**src/rtl/spi_pkg.sv**
```systemverilog
// Shared definitions for the SPI responder: command-byte fields, FSM
// encodings and the fill byte sent when no read data is available.
package spi_pkg;

  localparam int WE_BIT  = 7;
  localparam int ADR_MSB = 6;
  localparam int ADR_LSB = 0;

  localparam logic [7:0] TURNAROUND = 8'h00;

  typedef enum logic [1:0] {
    IDLE = 2'd0,
    CMD  = 2'd1,
    WR   = 2'd2,
    RD   = 2'd3
  } xfer_state_t;

  typedef enum logic {
    B_IDLE = 1'b0,
    B_WAIT = 1'b1
  } bus_state_t;

endpackage

```
**src/rtl/spi_pin_sync.sv**
```systemverilog
// Two-flop synchroniser plus one edge-detect flop per pin. Reports the
// synchronised level and single-cycle rise/fall strobes for each pin.
module spi_pin_sync
  import spi_pkg::*;
#(
  parameter int           N       = 3,
  parameter logic [N-1:0] RST_VAL = '0
) (
  input  logic         clk_i,
  input  logic         reset_ni,
  input  logic [N-1:0] pins,
  output logic [N-1:0] level,
  output logic [N-1:0] rise,
  output logic [N-1:0] fall
);

  logic [N-1:0] sync_p0;
  logic [N-1:0] sync_p1;
  logic [N-1:0] edge_p2;

  // Synchroniser chain and edge-history flop; reset to the idle pin levels.
  always_ff @(posedge clk_i or negedge reset_ni) begin
    if (!reset_ni) begin
      sync_p0 <= RST_VAL;
      sync_p1 <= RST_VAL;
      edge_p2 <= RST_VAL;
    end else begin
      sync_p0 <= pins;
      sync_p1 <= sync_p0;
      edge_p2 <= sync_p1;
    end
  end

  assign level = sync_p1;
  assign rise  = sync_p1 & ~edge_p2;
  assign fall  = ~sync_p1 & edge_p2;

endmodule

```
**src/rtl/spi_slave.sv**
```systemverilog
// SPI mode-0 responder bridging command/data bytes onto a Wishbone-like
// register bus. The first byte of a transaction is {we, adr[6:0]}; MISO
// returns STATUS_BYTE during it. Following bytes are writes (WR) or
// prefetched reads (RD, first data byte is a turnaround).
// Build option: define SPI_SLAVE_AUTOINC_EN to step the address after each
// write byte and each read issue; otherwise the address stays fixed.
module spi_slave
  import spi_pkg::*;
#(
  parameter int               WIDTH       = 8,
  parameter int               ASB         = WIDTH - 2,
  parameter logic [WIDTH-1:0] STATUS_BYTE = 8'hA7
) (
  input  logic             clk_i,
  input  logic             reset_ni,
  input  logic             SCK,
  input  logic             SSEL,
  input  logic             MOSI,
  output logic             MISO,
  output logic             cyc_o,
  output logic             stb_o,
  output logic             we_o,
  output logic [ASB:0]     adr_o,
  output logic [WIDTH-1:0] dat_o,
  input  logic [WIDTH-1:0] dat_i,
  input  logic             ack_i,
  output logic             busy_o,
  output logic             err_o
);

`ifdef SPI_SLAVE_AUTOINC_EN
  localparam bit AUTOINC = 1'b1;
`else
  localparam bit AUTOINC = 1'b0;
`endif

  logic [2:0] pin_lvl, pin_rise, pin_fall;
  logic       sck_rise, sck_fall, ssel_rise, ssel_fall, ssel_lvl, mosi_lvl;
  logic       pin_edges_unused;

  // SSEL idles high, SCK and MOSI idle low.
  spi_pin_sync #(
    .N       (3),
    .RST_VAL (3'b100)
  ) u_pin_sync (
    .clk_i    (clk_i),
    .reset_ni (reset_ni),
    .pins     ({SSEL, SCK, MOSI}),
    .level    (pin_lvl),
    .rise     (pin_rise),
    .fall     (pin_fall)
  );

  assign ssel_lvl  = pin_lvl[2];
  assign ssel_rise = pin_rise[2];
  assign ssel_fall = pin_fall[2];
  assign sck_rise  = pin_rise[1];
  assign sck_fall  = pin_fall[1];
  assign mosi_lvl  = pin_lvl[0];
  // MOSI edges and the SCK level carry no meaning for the protocol.
  assign pin_edges_unused = ^{pin_rise[0], pin_fall[0], pin_lvl[1]};

  xfer_state_t      st_q, st_d;
  bus_state_t       bus_q, bus_d;
  logic [2:0]       bit_cnt_q;
  logic [WIDTH-1:0] rx_q, tx_q, pref_q;
  logic [WIDTH-1:0] rx_byte, tx_val;
  logic             miso_q, err_q, pref_vld_q;
  logic [ASB:0]     adr_q, req_adr;
  logic             byte_done, cmd_done, tx_load, pref_take, rd_starve;
  logic             req_fire, req_we, req_ok, rd_capture;
  logic             pend_vld_q, pend_we_q;
  logic [ASB:0]     pend_adr_q;
  logic [WIDTH-1:0] pend_dat_q;
  logic             issue, issue_we, pend_set;
  logic [ASB:0]     issue_adr;
  logic [WIDTH-1:0] issue_dat;

  // Byte as it stands once the current MOSI bit is shifted in.
  assign rx_byte   = {rx_q[WIDTH-2:0], mosi_lvl};
  assign byte_done = sck_rise && (st_q != IDLE) && !ssel_rise && (bit_cnt_q == 3'd7);

  // Transaction next-state and per-byte actions.
  always_comb begin
    st_d      = st_q;
    tx_load   = 1'b0;
    tx_val    = TURNAROUND;
    req_fire  = 1'b0;
    req_we    = 1'b0;
    req_adr   = adr_q;
    pref_take = 1'b0;
    rd_starve = 1'b0;
    cmd_done  = 1'b0;
    if (ssel_rise) begin
      st_d = IDLE;
    end else begin
      case (st_q)
        IDLE: if (ssel_fall) st_d = CMD;
        CMD: if (byte_done) begin
          tx_load  = 1'b1;
          cmd_done = 1'b1;
          if (rx_byte[WE_BIT]) begin
            st_d = WR;
          end else begin
            st_d     = RD;
            req_fire = 1'b1;
            req_adr  = rx_byte[ADR_MSB:ADR_LSB];
          end
        end
        WR: if (byte_done) begin
          tx_load  = 1'b1;
          req_fire = 1'b1;
          req_we   = 1'b1;
        end
        RD: if (byte_done) begin
          tx_load = 1'b1;
          if (pref_vld_q) begin
            tx_val    = pref_q;
            pref_take = 1'b1;
            req_fire  = 1'b1;
          end else begin
            rd_starve = 1'b1;
          end
        end
        default: st_d = IDLE;
      endcase
    end
  end

  // Transaction state register.
  always_ff @(posedge clk_i or negedge reset_ni) begin
    if (!reset_ni) st_q <= IDLE;
    else           st_q <= st_d;
  end

  // Bit counter, MISO bit, sticky error, address and prefetch-valid flag.
  always_ff @(posedge clk_i or negedge reset_ni) begin
    if (!reset_ni) begin
      bit_cnt_q  <= 3'd0;
      miso_q     <= 1'b0;
      err_q      <= 1'b0;
      adr_q      <= '0;
      pref_vld_q <= 1'b0;
    end else begin
      if (ssel_fall) begin
        bit_cnt_q <= 3'd0;
        miso_q    <= STATUS_BYTE[WIDTH-1];
      end else if (ssel_rise) begin
        bit_cnt_q <= 3'd0;
        miso_q    <= 1'b0;
      end else if (st_q != IDLE) begin
        if (sck_rise)      bit_cnt_q <= bit_cnt_q + 3'd1;
        else if (sck_fall) miso_q    <= tx_q[WIDTH-1];
      end

      if (ssel_fall)                         err_q <= 1'b0;
      else if (rd_starve || (req_fire && !req_ok)) err_q <= 1'b1;

      if (req_fire && AUTOINC) adr_q <= req_adr + 1'b1;
      else if (cmd_done)       adr_q <= rx_byte[ADR_MSB:ADR_LSB];

      if (ssel_fall || cmd_done || pref_take) pref_vld_q <= 1'b0;
      if (rd_capture)                         pref_vld_q <= 1'b1;
    end
  end

  // Receive/transmit shifters and prefetch data (no reset needed).
  always_ff @(posedge clk_i) begin
    if (ssel_fall) begin
      tx_q <= {STATUS_BYTE[WIDTH-2:0], 1'b0};
    end else if ((st_q != IDLE) && !ssel_rise) begin
      if (sck_rise) begin
        rx_q <= rx_byte;
        if (tx_load) tx_q <= tx_val;
      end else if (sck_fall) begin
        tx_q <= {tx_q[WIDTH-2:0], 1'b0};
      end
    end
    if (rd_capture) pref_q <= dat_i;
  end

  // A new request is accepted if the bus is free, or frees up this cycle.
  assign req_ok     = req_fire && (((bus_q == B_IDLE) && !pend_vld_q) ||
                                   ((bus_q == B_WAIT) && ack_i));
  assign rd_capture = (bus_q == B_WAIT) && ack_i && !we_o;

  // Bus next-state; a request accepted on an ack cycle is parked one cycle.
  always_comb begin
    bus_d     = bus_q;
    issue     = 1'b0;
    issue_we  = req_we;
    issue_adr = req_adr;
    issue_dat = rx_byte;
    pend_set  = 1'b0;
    case (bus_q)
      B_IDLE: begin
        if (pend_vld_q && !ssel_lvl) begin
          issue     = 1'b1;
          issue_we  = pend_we_q;
          issue_adr = pend_adr_q;
          issue_dat = pend_dat_q;
          bus_d     = B_WAIT;
        end else if (req_ok) begin
          issue = 1'b1;
          bus_d = B_WAIT;
        end
      end
      B_WAIT: if (ack_i) begin
        bus_d    = B_IDLE;
        pend_set = req_ok;
      end
      default: bus_d = B_IDLE;
    endcase
  end

  // Bus state register.
  always_ff @(posedge clk_i or negedge reset_ni) begin
    if (!reset_ni) bus_q <= B_IDLE;
    else           bus_q <= bus_d;
  end

  // Registered bus outputs and the one-entry parked request.
  always_ff @(posedge clk_i or negedge reset_ni) begin
    if (!reset_ni) begin
      cyc_o      <= 1'b0;
      stb_o      <= 1'b0;
      we_o       <= 1'b0;
      adr_o      <= '0;
      dat_o      <= '0;
      pend_vld_q <= 1'b0;
      pend_we_q  <= 1'b0;
      pend_adr_q <= '0;
      pend_dat_q <= '0;
    end else begin
      if (issue) begin
        cyc_o <= 1'b1;
        stb_o <= 1'b1;
        we_o  <= issue_we;
        adr_o <= issue_adr;
        dat_o <= issue_dat;
      end else if ((bus_q == B_WAIT) && ack_i) begin
        cyc_o <= 1'b0;
        stb_o <= 1'b0;
        we_o  <= 1'b0;
      end

      if (pend_set) begin
        pend_vld_q <= 1'b1;
        pend_we_q  <= req_we;
        pend_adr_q <= req_adr;
        pend_dat_q <= rx_byte;
      end else if (bus_q == B_IDLE) begin
        pend_vld_q <= 1'b0;
      end
    end
  end

  assign MISO   = miso_q & ~ssel_lvl;
  assign busy_o = ~ssel_lvl;
  assign err_o  = err_q;

endmodule

```
**config.mk**
```make
export PLATFORM = sky130hd
export DESIGN_NAME = spi_slave
export DESIGN_NICKNAME = d
export VERILOG_FILES = /design/src/rtl/spi_pkg.sv /design/src/rtl/spi_pin_sync.sv /design/src/rtl/spi_slave.sv
export SDC_FILE = /design/constraint.sdc
export NUM_CORES = 1
export LEC_CHECK = 0
export CORE_AREA = 2 2 81 83
export DETAILED_ROUTE_END_ITERATION = 16
export DIE_AREA = 0 0 83 85
export DONT_BUFFER_PORTS = 1
export PLACE_DENSITY_LB_ADDON = 0.3
export SLEW_MARGIN = 20
export SYNTH_ARGS = -nofsm -noshare
export SYNTH_HDL_FRONTEND = slang
export SYNTH_SLANG_ARGS = --single-unit
```
**constraint.sdc**
```tcl
create_clock -name clk_i -period 3.15 [get_ports clk_i]
set_input_delay 0 -clock clk_i [delete_from_list [all_inputs] [get_ports clk_i]]
set_output_delay 0 -clock clk_i [all_outputs]
set_load 0.01 [all_outputs]
```
* Word-level counts from Yosys, hierarchy flattened *
Index checks and enable logic that the tools add are counted.

storage, ports and cells
  logic and storage cells = 140
  bits of input ports = 14
  register bits after elaboration = 82
  output and inout bits = 21

cells by class
  reduce and logical (&&, ||, !) cells = 35
  multiplexer cells = 66
  $add $sub $neg = 1
  bitwise logic cells = 8
  eq/ne operators = 9

operators with widths
  kind                 number
  $mux 8               9
  $mux 7               6
  $mux 1               41
  $mux 3               4
  $reduce_and 3->1     4
  $reduce_bool 3->1    4
  $logic_and 1x1->1    10
  $reduce_bool 2->1    5
  $and 3x3->3          2
  $mux 2               3
  $ne 3x3->1 const B   2
  $not 3->3            2
  $logic_not 1->1      5
  $eq 2x2->1 const B   2
  $logic_or 1x1->1     4
  $ne 2x1->1 const B   2
  $pmux 2 s2           1
  $add 3x1->3 const B  1
  $eq 3x3->1 const B   1
  $ne 3x1->1 const B   1
  $not 1->1            3
  $pmux 1 s3           1
  $reduce_or 3->1      1
  $eq 2x1->1 const B   1
  4 further kinds      4

* Longest topological paths before layout *
  word-level depth = 14
  mapped depth = 8

* Hierarchy *
From an unflattened synthesis, not the netlist that was laid out.

unflattened totals
  cell total of the unflattened synthesis = 284
  area, all modules = 3,508.4 um^2

by module, submodules not included
  module        cells an instance  instances  area each (um^2)  seq. area each (um^2)
  spi_slave     269                1          3,226.8           1,861.8
  spi_pin_sync  15                 1          281.5             229.0

* Worst setup path after synthesis *
Ideal clock, no wire load.

  path type = register to register
  start = reg u_pin_sync.sync_p1[2] (netlist: u_pin_sync.level[2])
  end = reg rx_q[0], enable pin
  period minus slack after synthesis = 2,420 ps
  data arrival time = 2,030 ps
  cell stages (with the launch flop) = 6
  slack = 730 ps
  library setup time = 390 ps
  required time = 2,760 ps
  path buffers = 2
  cell sequence = dfstp_2 > inv_1 > ha_1 > clkbuf_1 > buf_1 > nor4_1

between the ends
  word-level cells in the longest chain between the ends = 4
  elaborated cells on any way between the ends = 7

RTL lines
  what                        line                source
  start, declared             spi_pin_sync.sv:18  logic [N-1:0] sync_p1;
  start signal, assigned      spi_pin_sync.sv:29  sync_p1 <= sync_p0;
  $not 3->3                   spi_pin_sync.sv:36  assign fall = ~sync_p1 & edge_p2;
  $and 3x3->3                 spi_pin_sync.sv:36
  named net pin_fall[2]       spi_slave.sv:37     logic [2:0] pin_lvl, pin_rise, pin_fall;
  $not 1->1 (no line)         --
  $reduce_and 3->1 (no line)  --
  end signal, assigned        spi_slave.sv:173    rx_q <= rx_byte;
  end, declared               spi_slave.sv:66     logic [WIDTH-1:0] rx_q, tx_q, pref_q;

The timed path passes the listed nets, and every way through them passes these cells.
A chain may end at the register's enable or synchronous reset.

* Final worst setup path *
  start = reg u_pin_sync.edge_p2[2]
  end = reg adr_o[0]

between the ends
  word-level cells in the longest chain between the ends = 12
  elaborated cells on any way between the ends = 19

RTL lines
  what                              line                                                 source
  start, declared                   spi_pin_sync.sv:19                                   logic [N-1:0] edge_p2;
  start signal, assigned            spi_pin_sync.sv:30                                   edge_p2 <= sync_p1;
  $not 3->3 *                       spi_pin_sync.sv:35                                   assign rise = sync_p1 & ~edge_p2;
  $and 3x3->3 *                     spi_pin_sync.sv:35
  $logic_not 1->1                   spi_slave.sv:81                                      assign byte_done = sck_rise && (st_q != IDLE) && !ssel_rise && (bit_cnt_q == 3'd7);
  $logic_and 1x1->1 (2 in a row)    spi_slave.sv:81
  $mux 1, on equally long branches  spi_slave.sv:115, spi_slave.sv:99, spi_slave.sv:110
  $pmux 1 s3                        spi_slave.sv:97                                      case (st_q)
  $mux 1                            spi_slave.sv:94                                      if (ssel_rise) begin
  $logic_and 1x1->1                 spi_slave.sv:183                                     assign req_ok = req_fire && (((bus_q == B_IDLE) && !pend_vld_q) ||
  $mux 1                            spi_slave.sv:203                                     end else if (req_ok) begin
  $mux 1                            spi_slave.sv:197                                     if (pend_vld_q && !ssel_lvl) begin
  $mux 1                            spi_slave.sv:195                                     case (bus_q)
  end signal, assigned              spi_slave.sv:239                                     adr_o <= issue_adr;
  end, declared                     spi_slave.sv:23                                      output logic [ASB:0] adr_o,

Every way passes the cells marked *; elsewhere a longest branch is shown, timed or not.

==> summary.md <==
| Metric | Value |
|---|---|
| LEAKAGE | `around 0.0017 uW` |
| Grt ovf | `0` |
| DR pass1 iterations | `4` |
| Initial DRC count | `233` |
| Detailed Route WL | `~6.9 mm` |
| Number of distinct library cells after synthesis | `48` |
| Filler cells | `475` |
| Synth Cell Area | `about 3600 um2` |
| Die Y | `between 80 and 90 um` |
| Crit path buffers/inverters | `1` |
| Final hold viol count | `0` |
| Ant. Diodes | `0` |
| Vias | `~2300` |
| Power Density | `504 nW/um2` |
| Post-Synth XOR/XNOR Area | `0%` |
| Drt wl/cell | `approximately 18 um` |
| Synth area leader | `dfrtp_1` |
| Largest net degree at the start of global routing | `59` |
| Hold Path Class | `in -> async` |
| Clock skew | `between 0.01 and 0.015 ns` |
| Syn avg cell area | `12.4 um2` |
| Antenna violations before repair | `0` |
| Commonest non-fill, non-tap cell in the layout | `dfrtp_1` |
| CP top delay family | `simple AND/OR/NAND/NOR gates` |
| Final period util | `between 70% and 80%` |
| CTS tree | `done` |
| Layout cells sized above 1 | `20.1%` |
| Htree depth | `3` |
| Reg clk slew, reported paths | `~0.09 ns` |
| F_max | `roughly 410 MHz` |
| #FFs+latches synth | `81` |
| Adder-Cell Fraction of Synth Area | `1.41%` |
| Overall Power | `1980 uW` |
| Worst r2r src | `u_pin_sync.edge_p2[2]` |
| Placer congestion estimate | `0.770` |
| Crit Path Class | `reg -> reg` |
| Site Rows | `29` |
| MaxCap Viol Count | `0` |
| Most frequent cells in the layout | `dfrtp_1, nand2_1, mux2_2` |
| Worst EP required | `around 3.4 ns` |
| First-pass GRT wire length | `around 12 mm` |
| Cell count after synthesis | `roughly 290` |
| HPWL after detailed placement | `roughly 4.5 mm` |
| Worst setup startpoint | `u_pin_sync.edge_p2[2]` |
| Final setup vio count | `0` |
| Core area | `slightly above 6000 um2` |
| Post-Syn Nets | `305` |
| Starting Density | `between 50 and 60%` |
| Synthesis Warnings | `0` |
| Vias/cell | `~6.0` |
| Total die area | `around 7000 um2` |
| TNS Setup | `0 ns` |
| Clk Latency, worst-skew pair | `between 0.3 and 0.4 ns` |
| Yosys top cell area share | `between 30% and 40%` |
| Die W | `slightly above 80 um` |
| Port-buffer cells | `0` |
| Drt drc | `0` |
| Critical path cell sequence | `inv_1 -> ha_1 -> and4bb_2 -> and2_1 -> nand2_1 -> a311o_1` |
| Fin. max-slew vios | `0` |
| Max stage delay cell, worst path | `dfstp_2` |
| CP Launch Type | `flop` |
| Maximum clock path buffer count | `2` |
| CTS Sinks | `81` |
| Num ports | `35` |
| CP arrival | `between 2 and 3 ns` |
| Max FO, Critical Path | `9` |
| Vias in the first global route | `~2300` |
| Post-synth EDFFs | `15` |
| Status | `complete, no violations` |
| Nets | `317` |
| Peak supply drop | `0.358 mV` |
| Mux cell area share after synthesis | `a little over an eighth` |
| Max incr delay on CP | `roughly 0.54 ns` |
| Dominant synthesized flop cell | `dfrtp_1` |
| Seq/Total Area, Yosys | `58.1%` |
| Synth top area cells | `dfrtp_1, edfxtp_1, mux2_2, dfxtp_1, mux2_4` |
| TritonCTS buffer count | `9` |
| Post-CTS resize count | `0` |
| Slew @ Worst Pin | `approximately 0.86 ns` |
| RSZ-0062 raised after global routing | `no` |
| Share of synthesized registers carrying an async set or reset | `~72%` |
| Main combinational cell family by area after synthesis | `multiplexers` |
| Endpoint class of the critical path | `flop` |
| Shortest period the worst path allows | `roughly 2.4 ns` |
| CTS root buffer | `clkbuf_8` |
| Routed Antenna Nets | `0` |
| Synth Area in Simple Gates | `about an eighth` |
| Rel. slew slack | `~43%` |
| Area growth syn-to-layout | `10.5%` |
| GRT Util Overall | `~22%` |
| Post-synthesis compound-gate area fraction | `around 11%` |
registers in the layout, indices dropped and copies added (netlist names), 2 cells and up:
name	cells
tx_q	8
pref_q	8
pend_dat_q	8
adr_o	7
dat_o	8
pend_adr_q	7
st_q	2
u_pin_sync.edge_p2	2
u_pin_sync.level	3
adr_q	7
bit_cnt_q	3
u_pin_sync.sync_p0	3
rx_q	7
through the flow:
step / area [um2] / utilization (%) / std cells / hold WS [ns] / worst slack (ns)
detailed placement: 3590 / 57.8 / 351 / -0.295 / 0.708
CTS: 3930 / 63.4 / 381 / 0.156 / 0.705
global placement: 3590 / 57.8 / 351 / -0.294 / 0.851
finish: 3930 / 63.4 / 381 / 0.149 / 0.705
global route: 3930 / 63.4 / 381 / 0.182 / 0.547
floorplan: 3560 / - / 287 / -0.296 / 0.730
final timing paths:
check / to / slack (ns) / cells past startpoint
max: adr_o[0] / 0.71 / 6
min: bit_cnt_q[2] / 0.15 / 2
max reg2reg: adr_o[0] / 0.71 / 6
min reg2reg: u_pin_sync.level[1] / 0.36 / 0
max in group asynchronous: u_pin_sync.level[2] / 2.71 / 2
min in group clk_i: u_pin_sync.sync_p0[2] / 0.19 / 1
report_power, final:
| part | leakage (uW) | switching, uW | internal, uW |
|---|---|---|---|
| Clock | 0.0000974 | 386 | 316 |
| Combinational | 0.000647 | 83.4 | 62.6 |
| Sequential | 0.000982 | 33.0 | 1100 |
cell families (layout without fill, tap and decap cells):
| family | after synthesis | in the layout |
|---|---|---|
| AND/OR/NAND/NOR | 87 | 87 |
| flip-flops | 81 | 81 |
| AO/OA/AOI/OAI | 52 | 52 |
| multiplexers | 39 | 39 |
| buffers and inverters | 24 | 41 |
| adder cells (fa/ha/maj) | 4 | 4 |
layer usage:
metal / share of wire (%) / global-route usage, % / wire length, um
met5: 0 / 0 / 0
met4: 1.6 / 7.45 / 112
met3: 5.5 / 6.23 / 380
met2: 45 / 32.6 / 3080
met1: 48 / 30.9 / 3320
cell usage after synthesis, drive strengths merged (2+ instances only):
library cell  number
mux2              31
buf               10
dfrtp             55
mux2i              8
inv                6
o211ai             9
a22oi              4
a21o               2
ha                 4
clkbuf             8
a211oi             5
edfxtp            15
a21oi              9
o21ai              4
and2               9
nor3b              3
nand2             24
nand4              7
nand3             10
dfxtp              8
a31oi              6
nor2              11
nand2b             4
nor3              11
a22o               2
dfstp              3
a311o              7
what timing repair did:
action,in CTS,in global routing
buffers inserted,0,0
hold buffers,14,0
endpoints found under the hold margin,72,0
final cells by class:
class / count / area [um2] / area share, %
Clock buffer: 10 / 138 / 3.50
Clock inverter: 6 / 50.0 / 1.27
Inverter: 6 / 22.5 / 0.573
Multi-Input combinational cell: 182 / 1370 / 34.7
Sequential cell: 81 / 2070 / 52.5
Tap cell: 77 / 96.3 / 2.45
Timing Repair Buffer: 19 / 195 / 4.96
(Power assumes the default switching activity.)
